### src/rtl/cdr_trigger_arm_ctrl.sv
`timescale 1ns/1ps
`default_nettype none
// ============================================================================
// cdr_trigger_arm_ctrl : lock-qualified arm/holdoff sequencer for CDR trigger
// Rev 1.0
// ============================================================================
module cdr_trigger_arm_ctrl #(
  parameter int LOCK_FILTER   = 8,
  parameter int HOLDOFF_WIDTH = 16,
  parameter int COUNT_WIDTH   = 16
) (
  input  logic                     clk,
  input  logic                     rst,
  input  logic                     cfg_mode_i,
  input  logic                     cfg_oneshot_i,
  input  logic [HOLDOFF_WIDTH-1:0] cfg_holdoff_i,
  input  logic                     arm_i,
  input  logic                     disarm_i,
  input  logic                     clear_status_i,
  input  logic                     lock_8b10b_i,
  input  logic                     lock_64b66b_i,
  input  logic                     match_valid_i,
  input  logic                     match_hit_i,
  output logic                     trig_out_o,
  output logic                     armed_o,
  output logic                     waiting_lock_o,
  output logic [1:0]               state_out_o,
  output logic [COUNT_WIDTH-1:0]   trig_count_o,
  output logic                     lock_lost_o
);

  localparam int LCW = (LOCK_FILTER < 1) ? 1 : $clog2(LOCK_FILTER + 1);
  localparam logic [LCW-1:0]           C_LCNT_MAX = LCW'(LOCK_FILTER);
  localparam logic [LCW-1:0]           C_LCNT_ONE = LCW'(1);
  localparam logic [HOLDOFF_WIDTH-1:0] C_HCNT_ONE = HOLDOFF_WIDTH'(1);
  localparam logic [COUNT_WIDTH-1:0]   C_CNT_ONE  = COUNT_WIDTH'(1);

  typedef enum logic [1:0] {
    ST_IDLE      = 2'd0,
    ST_WAIT_LOCK = 2'd1,
    ST_ARMED     = 2'd2,
    ST_HOLDOFF   = 2'd3
  } state_t;

  state_t                   state_q;
  logic [LCW-1:0]           lcnt_q;
  logic [LCW-1:0]           lcnt_d;
  logic [HOLDOFF_WIDTH-1:0] hcnt_q;
  logic [COUNT_WIDTH-1:0]   count_q;
  logic                     trig_q;
  logic                     lost_q;
  logic                     mode_q;

  logic w_sel_lock;
  logic w_mode_chg;
  logic w_lock_ok;
  logic w_hit;
  logic w_fire;
  logic w_lost_set;

  assign w_sel_lock = cfg_mode_i ? lock_64b66b_i : lock_8b10b_i;
  assign w_mode_chg = (cfg_mode_i != mode_q);
  assign w_lock_ok  = w_sel_lock && (lcnt_q == C_LCNT_MAX) && !w_mode_chg;
  assign w_hit      = match_valid_i && match_hit_i;

  // Disarm outranks lock loss, which outranks a hit.
  assign w_fire     = (state_q == ST_ARMED) && !disarm_i && w_lock_ok && w_hit;
  assign w_lost_set = ((state_q == ST_ARMED) || (state_q == ST_HOLDOFF)) &&
                      !disarm_i && !w_lock_ok;

  always_comb begin
    lcnt_d = lcnt_q;
    if (!w_sel_lock || w_mode_chg) begin
      lcnt_d = '0;
    end else if (lcnt_q != C_LCNT_MAX) begin
      lcnt_d = lcnt_q + C_LCNT_ONE;
    end
  end

  always_ff @(posedge clk) begin
    if (rst) begin
      state_q <= ST_IDLE;
      lcnt_q  <= '0;
      hcnt_q  <= '0;
      count_q <= '0;
      trig_q  <= 1'b0;
      lost_q  <= 1'b0;
      mode_q  <= 1'b0;
    end else begin
      lcnt_q <= lcnt_d;
      mode_q <= cfg_mode_i;
      trig_q <= w_fire;

      if (clear_status_i) begin
        count_q <= '0;
        lost_q  <= 1'b0;
      end else begin
        if (w_fire && (count_q != {COUNT_WIDTH{1'b1}})) begin
          count_q <= count_q + C_CNT_ONE;
        end
        if (w_lost_set) begin
          lost_q <= 1'b1;
        end
      end

      if (disarm_i) begin
        state_q <= ST_IDLE;
        hcnt_q  <= '0;
      end else begin
        case (state_q)
          ST_IDLE: begin
            if (arm_i) begin
              state_q <= ST_WAIT_LOCK;
            end
          end
          ST_WAIT_LOCK: begin
            if (w_lock_ok) begin
              state_q <= ST_ARMED;
            end
          end
          ST_ARMED: begin
            if (!w_lock_ok) begin
              state_q <= ST_WAIT_LOCK;
            end else if (w_hit) begin
              if (cfg_oneshot_i) begin
                state_q <= ST_IDLE;
              end else if (cfg_holdoff_i != '0) begin
                state_q <= ST_HOLDOFF;
                hcnt_q  <= cfg_holdoff_i;
              end
            end
          end
          ST_HOLDOFF: begin
            if (!w_lock_ok) begin
              state_q <= ST_WAIT_LOCK;
              hcnt_q  <= '0;
            end else if (hcnt_q == C_HCNT_ONE) begin
              state_q <= ST_ARMED;
              hcnt_q  <= '0;
            end else begin
              hcnt_q <= hcnt_q - C_HCNT_ONE;
            end
          end
          default: begin
            state_q <= ST_IDLE;
          end
        endcase
      end
    end
  end

  assign trig_out_o     = trig_q;
  assign armed_o        = (state_q == ST_ARMED);
  assign waiting_lock_o = (state_q == ST_WAIT_LOCK);
  assign state_out_o    = state_q;
  assign trig_count_o   = count_q;
  assign lock_lost_o    = lost_q;

endmodule
`default_nettype wire

### config.mk
export PLATFORM = sky130hd
export DESIGN_NAME = cdr_trigger_arm_ctrl
export DESIGN_NICKNAME = d
export VERILOG_FILES = /design/src/rtl/cdr_trigger_arm_ctrl.sv
export SDC_FILE = /design/constraint.sdc
export NUM_CORES = 1
export LEC_CHECK = 0
export CORE_MARGIN = 10
export CORE_UTILIZATION = 51
export DETAILED_ROUTE_END_ITERATION = 8
export PLACE_DENSITY = 0.82
export SLEW_MARGIN = 20
export SYNTH_ARGS = -nofsm -noshare
export SYNTH_HDL_FRONTEND = slang
export SYNTH_SLANG_ARGS = --single-unit
### constraint.sdc
create_clock -name clk -period 3 [get_ports clk]
set_input_delay 0.3 -clock clk [delete_from_list [all_inputs] [get_ports clk]]
set_output_delay 0.3 -clock clk [all_outputs]
set_load 0.02 [all_outputs]
==> results.sh <==
export IMPL_grt_pass1_vias=2332
export IMPL_critPathSlowestCell="or4b_2"
export IMPL_cp_end_kind="register"
export IMPL_stdcell_count=390
export IMPL_yosysWarnings=0
export IMPL_period_needed_ns=2.60
export IMPL_drive_above_1_share_pct=8.28
export IMPL_grt_pass1_wl_mm=11.0
export IMPL_gp_congestion=0.901
export IMPL_required_ns=3.21
export IMPL_placementRows=24
export IMPL_power_density_mw_per_mm2=382
export IMPL_syn_area_per_cell_um2=8.24
export IMPL_mostFrequentLayoutCell="clkdlybuf4s50_1"
export IMPL_cpMostUsedCell="a32o_1"
export IMPL_power_leakage_nw=1.11
export IMPL_synth_edff_count=0
export IMPL_place_ws_ns=0.223
export IMPL_syn_nets=324
export IMPL_cts_sinks=41
export IMPL_clockRootBuffer="clkbuf_8"
export IMPL_timing_fmax_mhz=385
export IMPL_wl_mm=6.59
export IMPL_min_path_type="reg -> reg"
export IMPL_cts_tree="yes"
export IMPL_viasPerCell=6.32
export IMPL_cts_resized_gates=0
export IMPL_drt_pass1_iterations=4
export IMPL_vias=2465
export IMPL_grt_max_degree=22
export IMPL_fin_util_pct=68.1
export IMPL_grtUsageTotal_pct=17.3
export IMPL_wire_per_inst_um=16.9
export IMPL_area_growth_syn_to_layout_pct=26.7
export IMPL_clockBufferDepth=2
export IMPL_final_cell_mix="48 x clkdlybuf4s50_1, 41 x dfxtp_1, 34 x nand2_1, 32 x nor2_1, 13 x a21oi_1"
export IMPL_antenna_found_initial=0
export IMPL_fin_setup_tns_ns=0
export IMPL_setup_violations_final=0
export IMPL_worstSetupPathType="reg -> reg"
export IMPL_die_area_mm2=0.00787
export IMPL_tightest_slew_ns=0.811
export IMPL_hold_viol_final=0
export IMPL_cpPeakStageDelay_ns=0.61
export IMPL_rsz0062_at_grt="false"
export IMPL_r2r_slack_ns=0.40
export IMPL_start_kind="register"
export IMPL_die_h_um=88.7
export IMPL_fin_crit_sh_pct=86.7
export IMPL_synthFlopType="dfxtp_1"
export IMPL_dpl_cell_area_mm2=0.00292
export IMPL_slew_violations=0
export IMPL_finalInstanceArea_mm2=0.00305
export IMPL_antenna_cells=0
export IMPL_h_tree_depth=2
export IMPL_die_w_um=88.7
export IMPL_skew_ns=0.0152
export IMPL_cts_inserted_buffers=5
export IMPL_cp_arrival_ns=2.80
export IMPL_antenna_left=0
export IMPL_status="finished, final reports clean"
export IMPL_syn_inst=292
export IMPL_drt_initial_drc_count=216
export IMPL_clk_latency_ns=0.30
export IMPL_cp_cell_sequence="inv_1 -> ha_1 -> or4b_2 -> or4_4 -> and2_4 -> a32o_1 -> a32o_1"
export IMPL_relSlewSlack_pct=46.0
export IMPL_cap_violations=0
export IMPL_ys_async_sr_fraction_pct=0
export IMPL_io_pins=49
export IMPL_place_inst=382
export IMPL_yosysSeqAreaShare_pct=34.1
export IMPL_postCtsSetupBuffers=0
export IMPL_dp_final_hpwl_mm=4.69
export IMPL_yosysUniqueCellTypes=54
export IMPL_layout_nets=369
export IMPL_setup_slack_ns=0.400
export IMPL_port_buffers=48
export IMPL_fp_coreArea_mm2=0.00447
export IMPL_overflow=0
export IMPL_crit_fanout=20
export IMPL_syn_area_mm2=0.00241
export IMPL_ys_ff_latch=41
export IMPL_start_util_pct=53.8
export IMPL_fill_cells=363
export IMPL_drc=0
export IMPL_ir_drop_mv=0.298
export IMPL_clkTransAtPathRegs_ns=0.09
export IMPL_ctsHoldBuffers=0
## metal layers
metal / global-route usage (%) / up-vias / wire length [um]
met4: 4.41 / 0 / 59
met3: 5.33 / 6 / 609
met2: 28.2 / 95 / 2980
met1: 21.6 / 1158 / 2930
li1: - / 1206 / -
met5: 0 / - / 0
## path summary, 6_finish.rpt
path                            startpoint  depth (start not counted)          to
worst min register to register  hcnt_q[14]                          2  hcnt_q[14]
worst max-delay path             hcnt_q[1]                          7   hcnt_q[2]
worst max register to register   hcnt_q[1]                          7   hcnt_q[2]
worst min-delay path            hcnt_q[14]                          2  hcnt_q[14]
## flip-flops by register name (all words and copies together) (netlist names)
signal        count
lcnt_q            4
trig_count_o     16
lock_lost_o       1
mode_q            1
hcnt_q           16
state_out_o       2
trig_out_o        1
## where the power goes
| group | internal, mW | total (mW) | switching, mW |
|---|---|---|---|
| Clock | 0.331 | 0.533 | 0.202 |
| Combinational | 0.0462 | 0.0839 | 0.0377 |
| Sequential | 0.546 | 0.549 | 0.00325 |
| Total | 0.923 | 1.17 | 0.243 |
## cell usage after synthesis, types with 5 or more instances
cell type	instances	area share (%)
nor2_1	32	5.0
o32ai_1	8	2.9
and2_1	7	1.8
nor4_1	8	2.1
a211oi_1	7	2.2
dfxtp_1	41	34
nand2_1	34	5.3
ha_1	5	2.6
a32oi_1	7	2.5
nand3_1	9	1.9
nor3_1	11	2.3
clkbuf_1	12	1.9
xnor2_1	9	3.3
inv_1	6	0.94
a21oi_1	13	2.7
a31oi_1	6	1.6
o21ai_0	7	1.5
## cell type report
type	instances	area (um^2)	share of cell area, %
tap	52	65.1	2.13
clock buffer	5	68.8	2.26
multi-input combinational	231	1500	49.1
inverter	6	22.5	0.739
timing repair buffer	52	510	16.7
sequential	41	821	26.9
clock inverter	3	65.1	2.13
## cell families after synthesis
logic type | count (synthesis) | share of synthesized area, %
AOI/OAI and AO/OA | 80 | 26.3
xor gates and xnor gates | 13 | 4.73
adders and majority gates | 5 | 2.60
buffers and inverters | 20 | 3.74
DFF | 41 | 34.1
muxes | 2 | 0.832
and+or+nand+nor | 131 | 27.7
## worst max-delay path: cells and delay by family, from the launching register on
kind                     cells  cell delay, ns
AND/OR/NAND/NOR              3            1.33
flip-flops                   1            0.35
adder cells (fa/ha/maj)      1            0.18
buffers and inverters        1            0.10
AO/OA/AOI/OAI                2            0.53
## stage by stage
stage | total power, mW | hold slack, ns
after global routing | 1.21 | 0.496
after detailed placement | 0.646 | 0.451
after floorplan | 0.594 | 0.372
after CTS | 1.18 | 0.472
after global placement | 0.644 | 0.448
final | 1.17 | 0.474
No activity file was read; power rests on OpenSTA's default activity.
